<file path="config.mk">
export PLATFORM = sky130hd
export DESIGN_NAME = register_mapper_param
export DESIGN_NICKNAME = d
export VERILOG_FILES = /design/src/rtl/register_mapper_param.sv
export SDC_FILE = /design/constraint.sdc
export NUM_CORES = 1
export LEC_CHECK = 0
export BUFFER_PORTS_ARGS = -buffer_cell sky130_fd_sc_hd__buf_2
export CAP_MARGIN = 30
export CORE_MARGIN = 5
export CORE_UTILIZATION = 40
export CTS_BUF_LIST = sky130_fd_sc_hd__clkbuf_16
export DETAILED_ROUTE_END_ITERATION = 7
export HOLD_SLACK_MARGIN = 0.15
export PLACE_DENSITY = 0.62
export RECOVER_POWER = 100
export SETUP_SLACK_MARGIN = 0.05
export SYNTH_ARGS = -nofsm -noshare
export SYNTH_HDL_FRONTEND = slang
export SYNTH_SLANG_ARGS = --single-unit
</file>
<file path="constraint.sdc">
create_clock -name clk -period 2.15 [get_ports clk]
set_input_delay 0.3225 -clock clk [delete_from_list [all_inputs] [get_ports clk]]
set_output_delay 0.3225 -clock clk [all_outputs]
set_load 0.05 [all_outputs]
</file>
<file path="src/rtl/register_mapper_param.sv">
// Logical-to-physical register mapping table with two zero-latency lookup ports,
// SWAP / SAVE / RESTORE commands and a multi-cycle CLEAR walk back to identity.

module register_mapper_entry #(
    parameter int               IDX_W     = 2,
    parameter logic [IDX_W-1:0] RESET_VAL = '0
) (
    input  logic             clk,
    input  logic             reset,
    input  logic             tbl_we,
    input  logic [IDX_W-1:0] tbl_d,
    input  logic             ckpt_we,
    output logic [IDX_W-1:0] tbl_q,
    output logic [IDX_W-1:0] ckpt_q
);
    // Live mapping and checkpoint copy share one reset value: the entry's own index.
    always_ff @(posedge clk or posedge reset) begin
        if (reset) begin
            tbl_q  <= RESET_VAL;
            ckpt_q <= RESET_VAL;
        end else begin
            if (tbl_we)  tbl_q  <= tbl_d;
            if (ckpt_we) ckpt_q <= tbl_q;
        end
    end
endmodule

module register_mapper_param #(
    parameter int NUM_REGS = 4,
    parameter int IDX_W    = $clog2(NUM_REGS),
    parameter int CNT_W    = 8
) (
    input  logic             clk,
    input  logic             reset,
    input  logic             cmd_valid,
    output logic             cmd_ready,
    input  logic [1:0]       cmd_op,
    input  logic [IDX_W-1:0] cmd_reg_a,
    input  logic [IDX_W-1:0] cmd_reg_b,
    input  logic [IDX_W-1:0] lkp1_reg,
    output logic [IDX_W-1:0] lkp1_mapped,
    input  logic [IDX_W-1:0] lkp2_reg,
    output logic [IDX_W-1:0] lkp2_mapped,
    output logic             busy,
    output logic [CNT_W-1:0] swap_count
);
    typedef enum logic [1:0] {
        OP_SWAP    = 2'b00,
        OP_SAVE    = 2'b01,
        OP_RESTORE = 2'b10,
        OP_CLEAR   = 2'b11
    } cmd_op_e;

    typedef struct packed {
        cmd_op_e          op;
        logic [IDX_W-1:0] a;
        logic [IDX_W-1:0] b;
    } cmd_t;

    typedef enum logic {
        IDLE     = 1'b0,
        CLEARING = 1'b1
    } state_e;

    state_e state, state_nxt;
    logic [IDX_W-1:0] ptr, ptr_nxt;
    cmd_t cmd;
    logic accept, do_swap, do_save, do_restore, do_clear;

    logic [NUM_REGS-1:0][IDX_W-1:0] tbl;
    logic [NUM_REGS-1:0][IDX_W-1:0] ckpt;

    assign cmd        = '{op: cmd_op_e'(cmd_op), a: cmd_reg_a, b: cmd_reg_b};
    assign cmd_ready  = (state == IDLE);
    assign busy       = (state == CLEARING);
    assign accept     = cmd_valid && cmd_ready;
    // A self-swap is accepted but neither moves data nor counts.
    assign do_swap    = accept && (cmd.op == OP_SWAP) && (cmd.a != cmd.b);
    assign do_save    = accept && (cmd.op == OP_SAVE);
    assign do_restore = accept && (cmd.op == OP_RESTORE);
    assign do_clear   = accept && (cmd.op == OP_CLEAR);

    always_ff @(posedge clk or posedge reset) begin
        if (reset) begin
            state <= IDLE;
            ptr   <= '0;
        end else begin
            state <= state_nxt;
            ptr   <= ptr_nxt;
        end
    end

    always_comb begin
        state_nxt = state;
        ptr_nxt   = ptr;
        case (state)
            IDLE: begin
                if (do_clear) begin
                    state_nxt = CLEARING;
                    ptr_nxt   = '0;
                end
            end
            CLEARING: begin
                ptr_nxt = ptr + IDX_W'(1);
                if (ptr == IDX_W'(NUM_REGS - 1)) begin
                    state_nxt = IDLE;
                    ptr_nxt   = '0;
                end
            end
            default: state_nxt = IDLE;
        endcase
    end

    always_ff @(posedge clk or posedge reset) begin
        if (reset)
            swap_count <= '0;
        else if (do_swap && (swap_count != {CNT_W{1'b1}}))
            swap_count <= swap_count + CNT_W'(1);
    end

    for (genvar i = 0; i < NUM_REGS; i++) begin : g_entry
        logic             we;
        logic [IDX_W-1:0] d;

        // Both swap sides read pre-edge table values, so the exchange is atomic.
        always_comb begin
            we = 1'b0;
            d  = tbl[i];
            if (busy && (ptr == IDX_W'(i))) begin
                we = 1'b1;
                d  = IDX_W'(i);
            end else if (do_restore) begin
                we = 1'b1;
                d  = ckpt[i];
            end else if (do_swap && (cmd.a == IDX_W'(i))) begin
                we = 1'b1;
                d  = tbl[cmd.b];
            end else if (do_swap && (cmd.b == IDX_W'(i))) begin
                we = 1'b1;
                d  = tbl[cmd.a];
            end
        end

        register_mapper_entry #(
            .IDX_W     (IDX_W),
            .RESET_VAL (IDX_W'(i))
        ) u_entry (
            .clk     (clk),
            .reset   (reset),
            .tbl_we  (we),
            .tbl_d   (d),
            .ckpt_we (do_save),
            .tbl_q   (tbl[i]),
            .ckpt_q  (ckpt[i])
        );
    end

    assign lkp1_mapped = tbl[lkp1_reg];
    assign lkp2_mapped = tbl[lkp2_reg];
endmodule

</file>
; Word level (Yosys, flattened, before mapping)
; Index checks and enable logic that the tools add are counted.
; Widths: inputs -> output; s select.
[op_classes]
add_sub_neg = 2
magnitude_cmp = 4
eq_ne = 15
n_mux = 46
n_bitwise = 1
n_reduce_logical = 31
[ops]
columns = operator, count
row1 = $mux 2, 22
row2 = $logic_and 1x1->1, 19
row3 = $mux 1, 18
row4 = $bmux 2 s2, 4
row5 = $eq 2x2->1 const B, 8
row6 = $reduce_bool 4->1, 4
row7 = $lt 2x3->1 const B, 4
row8 = $add 8x1->8 const B, 1
row9 = $eq 2x1->1 const B, 4
row10 = $logic_not 2->1, 4
row11 = $ne 8x8->1 const B, 1
row12 = $reduce_and 2->1, 4
row13 = $pmux 2 s2, 1
row14 = $add 2x1->2 const B, 1
row15 = $ne 2x1->1 const B, 1
row16 = $ne 2x2->1, 1
row17 = $pmux 1 s2, 1
row18 = $not 1->1, 1
[totals]
ff_bits = 27
in_bits = 13
out_inout_bits = 14
elab_cells = 110

; Depth between registers and ports, before layout
; Gate-level depths: netlist of the first run.
[logic_depth]
word_depth = 10
depth_mapped = 5
depth_no_buf = 5

; Modules after synthesis
; Synthesis of the first run repeated with hierarchy kept, for this count alone.
[unflattened]
cells_unflattened = 189
area_unflattened_um2 = 1968.1
[by_module_without_submodules]
columns = mod, n_inst, cells_each, area_each_um2, seq_area_each_um2
row1 = register_mapper_param, 1, 153, 1362.6, 275.3
row2 = register_mapper_entry at g_entry[1].u_entry ..., 2, 9, 151.4, 102.6
row3 = register_mapper_entry at g_entry[3].u_entry, 1, 9, 153.9, 105.1
row4 = register_mapper_entry at g_entry[0].u_entry, 1, 9, 148.9, 100.1

; Worst setup path before layout of the first run
; No wires, ideal clock.
[synth_path]
kind = register -> register
from = reg state (netlist: busy)
to = reg g_entry[0].u_entry.ckpt_q[1]
setup_ns = 0.125
arrival_time_ns = 1.919
t_required_ns = 2.025
slack_ns = 0.107
stages_incl_launch_ff = 5
path_buffers = 1
synth_period_minus_slack_ns = 2.043
cell_sequence = dfrtp_1 inv_1 and4_1 clkbuf_1 mux2_2
[synth_between]
elab_chain_cells = 3
[synth_rtl]
columns = item, line_no
row1 = "start, declared", 65  ; state_e state, state_nxt;
row2 = "start signal, assigned", 88  ; state <= state_nxt;
row3 = $not 1->1, n/a
row4 = named net cmd_ready, 36  ; output logic cmd_ready,
row5 = $logic_and 1x1->1, 76  ; assign accept = cmd_valid && cmd_ready;
row6 = $logic_and 1x1->1, 79  ; assign do_save = accept && (cmd.op == OP_SAVE);
row7 = "end signal, assigned", 23  ; if (ckpt_we) ckpt_q <= tbl_q;
row8 = "end, declared", 14  ; output logic [IDX_W-1:0] ckpt_q
; The timed path passes the listed nets, and every way through them passes these cells.
; A chain may end at the register's enable or synchronous reset.

; Worst setup path after layout of the first run
[layout_path]
from = reg g_entry[3].u_entry.tbl_q[1]
to = out lkp1_mapped[1]
[layout_between]
elab_chain_cells = 2
[layout_rtl]
columns = item, line_no
row1 = "start, declared", 13  ; output logic [IDX_W-1:0] tbl_q,
row2 = "start signal, assigned", 22  ; if (tbl_we) tbl_q <= tbl_d;
row3 = $bmux 2 s2, 158  ; assign lkp1_mapped = tbl[lkp1_reg];
row4 = $mux 2 (implied by the code), 158
row5 = "end, declared", 41  ; output logic [IDX_W-1:0] lkp1_mapped,
; Every way passes these cells. The select of a mux whose other input is x is not followed.

==> results.yml, run 1 <==
yosys:
  synth_common_cells: "dfrtp_1 (19), nand2_1 (15), xor2_1 (10)"
  yosysTopAreaCell: "dfrtp_1"
  synth-edff-count: 0
  ys_ff_latch: 27
  synth.net_count: 185
  yosysMostFrequentCell: "dfrtp_1"
  yosys.area.top_type_share: 0.2659
  yosysUniqueCellTypes: 46
  syn_avg_cell_area_sq_um: 10.71
  synth_area_leaders: "dfrtp_1 (27%), dfstp_2 (12%), mux4_2 (8.8%)"
  syn-cell-area_sq_um: 1788
  synth_cells: 167
  synthFlopType: "dfrtp_1"
  yosys_warnings: 0
  yosysSeqAreaShare: 0.3835
  synth-async-reset-ratio: 1.000
pwr:
  total_power_uw: 2573
  leakage_uw: 0.0008443
  power.density_nw_per_um2: 1273
  ir_drop_mv: 0.7751
global_routing:
  grt_max_degree: 28
  grt_use_met3: 0.02927
  antenna_found_initial: 0
  grt_pass1_vias: 1450
  grtUsageMet2: 0.2275
  busiest_layer: "met2"
  grtUsageTotal: 0.1443
  grt_overflow: 0
  grt_pass1_wl_mm: 7.010
  gr-usage-met1: 0.1950
worst_setup_path:
  cp.required_ns: 1.83
  arrival_ns: 1.62
  cp_slowest_cell: "dfstp_1"
  worstPathMaxFanout: 6
  end_kind: "primary output"
  max_stage_delay_ns: 0.63
  crit_family: "flip-flops"
  path_buf_inv: 1
  critPathKind: "register to primary output"
  cp-start-kind: "register"
  path_cells: "mux4_2 -> clkbuf_1"
timing:
  tns_ns: 0
  setup_violations: 0
  fmax_ghz: 0.5137
  final_hold_viol_count: 0
  rsz0062_at_grt: "false"
  relSlewSlack: 0.5479
  timing.final.ws_setup_ns: 0.2035
  fin_crit_sh: 0.9053
  tightest_slew_ns: 0.6781
  layout_min_cycle_time_ns: 1.946
  skew_ns: 0.001981
  slew_viol_final: 0
placed_design:
  io_buffers: 26
  gp_congestion: 0.8778
  dp_slack_ns: 0.2995
  post-dp-hpwl_mm: 3.084
clock_tree:
  postCtsSetupRepairBufs: 0
  clk_pin_slew_ns: 0.07
  h-tree-depth: 1
  clock-sinks: 27
  cts_tree: "built"
  cts-buffers-inserted: 3
  clock_latency_ns: 0.26
  cts-root-buf: "clkbuf_16"
  clockBufferDepth: 2
  cts_resized: 0
floorplanning:
  core_area_sq_um: 4354
  start_util: 0.4106
  rows: 24
  dieHeight_um: 76.86
  io_pins: 27
  dieArea_sq_um: 5907
  die_w_um: 76.86
layout:
  nets: 211
  diodes: 0
  syn_to_final_growth_pct: 13.09
  drive_above_1_share: 0.2240
detailed_routing:
  drt_iter0_drc: 212
  postRouteAntennaNets: 0
  via_count: 1473
  wire_per_inst_um: 17.22
  routed_wl_mm: 4.201
  avgViaCountPerCell: 6.037
  drtPass1Iterations: 4
  drc: 0
flow_run:
  cap_violations: 0
worst_hold_path:
  hp-class: "primary input to register"
run_status:
  status: "finished, final reports clean"
## metal layers
layer | wire (um) | vias to the layer above
met5 | 0 | -
met4 | 92 | 0
met3 | 292 | 14
met2 | 1972 | 62
met1 | 1844 | 712
li1 | - | 685
## logic make-up (layout without fill, tap and decap cells)
logic type / Yosys count / after routing / synth area share
AO/OA/AOI/OAI: 33 / 33 / 0.1232
XOR/XNOR: 12 / 12 / 0.05878
adder cells (fa/ha/maj): 5 / 5 / 0.03499
buffers and inverters: 13 / 38 / 0.03148
flip-flops: 27 / 27 / 0.3835
multiplexers: 22 / 22 / 0.1882
AND/OR/NAND/NOR: 55 / 55 / 0.1798
## state kept, by name (all words and copies together) (netlist names)
register	flops
busy	1
g_entry.u_entry.tbl_q	8
swap_count	8
g_entry.u_entry.ckpt_q	8
ptr	2
## metrics by stage
stage | utilization | std cells | hold WS, ns | cell area, sq um
floorplan | - | 167 | 0.3693 | 1788
global placement | 0.4503 | 239 | 0.3932 | 1961
detailed placement | 0.4503 | 239 | 0.4028 | 1961
CTS | 0.4716 | 244 | 0.4070 | 2053
global route | 0.4644 | 244 | 0.4583 | 2022
finish | 0.4644 | 244 | 0.4150 | 2022
## cells in the final DEF, fill, tap and decap left out, types with 6 or more instances in the layout
master    synthesis  layout
dfrtp_1          19      19
nand2_1          15      15
clkbuf_1          4      14
buf_2             3      12
xor2_1           10      10
o21ai_0           8       8
mux2_2            8       8
nand3_1           8       8
mux4_2            7       7
dfstp_2           8       7
a21oi_1           6       6
## power breakdown
group          switching (uW)  leakage, uW  total (uW)  internal (uW)
combinational             693     0.000479        1100            409
sequential                272     0.000328        1030            762
clock                     184    0.0000371         437            253
total                    1150     0.000844        2570           1420
## tightest hold or removal path, stage by stage
cell	delay, ns
buf_2	0.12
nand3_1	0.10
o21ai_0	0.09
## final cells by class
type	instances	area (sq um)
fill	411	2332
multi-input combinational	127	1035
sequential	27	685.7
timing repair buffer	29	135.1
clock buffer	3	75.07
tap	52	65.06
inverter	5	18.77
clock inverter	1	7.507
## path summary, 6_finish.rpt
path / startpoint / to / slack, ns / cells past startpoint
setup reg to reg: busy$_DFF_PP0_ / g_entry[3].u_entry.tbl_q[0]$_DFFE_PP1P_ / 0.31 / 4
setup / recovery: g_entry[3].u_entry.tbl_q[1]$_DFFE_PP1P_ / lkp1_mapped[1] / 0.20 / 2
hold reg to reg: g_entry[1].u_entry.ckpt_q[0]$_DFFE_PP1P_ / g_entry[1].u_entry.tbl_q[0]$_DFFE_PP1P_ / 0.50 / 2
hold / removal: cmd_valid / busy$_DFF_PP0_ / 0.41 / 3
min in group asynchronous: reset / ptr[0]$_DFFE_PP0P_ / 0.77 / 4
max in group asynchronous: reset / g_entry[0].u_entry.tbl_q[0]$_DFFE_PP0P_ / 0.95 / 4
## repair_timing
action	CTS	global route
hold endpoints to repair	19	0
hold buffers	1	0
setup endpoints to repair	0	0
Note: power is estimated with default switching activity, not from simulation.
==> inputs of run 2 (changes only) <==
Settings changed: REMOVE_ABC_BUFFERS from default to 1.
==> run 2 against run 1 <==
  * First-iteration DRC count decreased by 27%
  * Count of clock-buffer cells in the layout unchanged
  * Critical path type unchanged
  * Register-to-register slack hardly changed
  * Hold slack worse by 0.0092 ns
  * Non-clock buffer count stayed put
  * Sequential cell count is the same
  * Sequential share of layout area stayed put
  * Clock skew hardly changed
  * Via count shrank 0.95%
  * Global-route usage grew 0.21 points
  * Utilization unchanged
==> results.yml, run 2 (synthesis results as in run 1) <==
global_routing:
  grt_max_degree: 28
  grt_pass1_vias: 1431
  antenna_found_initial: 0
  grtUsageTotal: 0.1464
  grt_overflow: 0
  grt_pass1_wl_mm: 7.210
floorplanning:
  rows: 24
  dieHeight_um: 76.86
  core_area_sq_um: 4354
  start_util: 0.4106
  dieArea_sq_um: 5907
  io_pins: 27
  die_w_um: 76.86
layout:
  final_cell_mix: "dfrtp_1 (19), nand2_1 (15), clkbuf_1 (14)"
  area.sequential_sq_um: 685.7
  final_util: 0.4644
  nFillCells: 421
  drive_above_1_share: 0.2240
  top_regs: "g_entry.u_entry.ckpt_q (8), g_entry.u_entry.tbl_q (8), swap_count (8)"
  syn_to_final_growth_pct: 13.09
  nets: 211
  multi_input_area_sq_um: 1035
  layoutNonFillerInstCount: 244
  diodes: 0
  final_common_cell: "dfrtp_1"
flow_run:
  cap_violations: 0
detailed_routing:
  wire_per_inst_um: 17.25
  avgViaCountPerCell: 5.980
  via_count: 1459
  drtPass1Iterations: 5
  drc: 0
  routed_wl_mm: 4.210
  drt_iter0_drc: 154
  postRouteAntennaNets: 0
placed_design:
  post-dp-hpwl_mm: 3.149
  gp_congestion: 0.8914
  io_buffers: 26
  dp_cells: 239
  dp_slack_ns: 0.3263
timing:
  fmax_ghz: 0.5092
  final_hold_viol_count: 0
  tightest_slew_ns: 0.6714
  relSlewSlack: 0.5524
  tns_ns: 0
  layout_min_cycle_time_ns: 1.964
  skew_ns: 0.002445
  fin_crit_sh: 0.9135
  setup_violations: 0
  rsz0062_at_grt: "false"
  timing.final.ws_setup_ns: 0.1860
  slew_viol_final: 0
pwr:
  leakage_uw: 0.0008443
  power.density_nw_per_um2: 1266
  ir_drop_mv: 0.7404
worst_setup_path:
  cp-start-kind: "register"
  arrival_ns: 1.64
  worstPathMaxFanout: 6
  critPathKind: "register to primary output"
  worstRegToRegCells: 4
  end_kind: "primary output"
  r2r-end: "g_entry[3].u_entry.tbl_q[1]$_DFFE_PP1P_"
  ff2ff_setup_slack_ns: 0.32
  r2r_start: "busy$_DFF_PP0_"
  cp.required_ns: 1.83
clock_tree:
  cts_resized: 0
  cts-root-buf: "clkbuf_16"
  clk_pin_slew_ns: 0.07
  clockBufferDepth: 2
  cts-buffers-inserted: 3
  clock_latency_ns: 0.26
  clock-sinks: 27
  cts_tree: "built"
  h-tree-depth: 1
worst_hold_path:
  worstHoldStart: "cmd_valid"
  hp-class: "primary input to register"
  holdPathEnd: "busy$_DFF_PP0_"
  hold_path_depth: 3
run_status:
  status: "finished, final reports clean"
-- run 2: cell counts in the layout (fill, tap and decap cells not counted) --
Identical to the previous run, type by type.
-- run 2: cell type report --
| cell class | count | share of cell area |
|---|---|---|
| Clock buffer | 3 | 0.03713 |
| Timing Repair Buffer | 29 | 0.06683 |
| Tap cell | 52 | 0.03218 |
| Multi-Input combinational cell | 127 | 0.5118 |
| Inverter | 5 | 0.009282 |
| Sequential cell | 27 | 0.3391 |
| Clock inverter | 1 | 0.003713 |
-- run 2: worst max path at each step --
| stage | to | cells after the start | startpoint | slack (ns) |
|---|---|---|---|---|
| 6_report | lkp2_mapped[1] | 2 | g_entry[3].u_entry.tbl_q[1]$_DFFE_PP1P_ | 0.19 |
| 4_1_cts | g_entry[3].u_entry.tbl_q[0]$_DFFE_PP1P_ | 4 | busy$_DFF_PP0_ | 0.37 |
| 3_3_place_gp | g_entry[0].u_entry.tbl_q[0]$_DFFE_PP0P_ | 4 | cmd_reg_a[1] | 0.35 |
| 5_1_grt | lkp1_mapped[1] | 2 | g_entry[3].u_entry.tbl_q[1]$_DFFE_PP1P_ | 0.14 |
| 2_1_floorplan | g_entry[0].u_entry.ckpt_q[0]$_DFFE_PP0P_ | 3 | busy$_DFF_PP0_ | 0.09 |
| 3_5_place_dp | g_entry[1].u_entry.tbl_q[0]$_DFFE_PP1P_ | 5 | cmd_reg_a[1] | 0.33 |
-- run 2: repair_timing --
item                       4_1_cts  5_1_grt
hold buffers                     1        0
setup endpoints to repair        0        0
hold endpoints to repair        19        0
setup buffers                    0        0
-- run 2: layer usage --
metal | global-route usage | wire length (um) | vias to the layer above
li1 | - | - | 677
met1 | 0.1999 | 1834 | 710
met2 | 0.2301 | 2020 | 64
met3 | 0.03630 | 306 | 8
met4 | 0.04021 | 48 | 0
met5 | 0 | 0 | -
-- run 2: report_power, final --
| part | switching, uW | leakage [uW] | internal [uW] | total [uW] |
|---|---|---|---|---|
| combinational | 696 | 0.000479 | 407 | 1100 |
| clock | 175 | 0.0000371 | 253 | 428 |
| sequential | 266 | 0.000328 | 762 | 1030 |
| total | 1140 | 0.000844 | 1420 | 2560 |
-- run 2: worst max-delay path, cell delays in order (launching register included) --
cell	delay, ns
dfstp_1	0.64
mux4_2	0.27
clkbuf_1	0.47
-- run 2: stage by stage --
step	instance area, sq um	hold slack [ns]	power, uW
floorplan	1750	0.3693	1839
finish	2022	0.4058	2559
detailed placement	1961	0.4072	2166
CTS	2053	0.4062	2607
global placement	1961	0.3912	2141
global route	2022	0.4439	2727
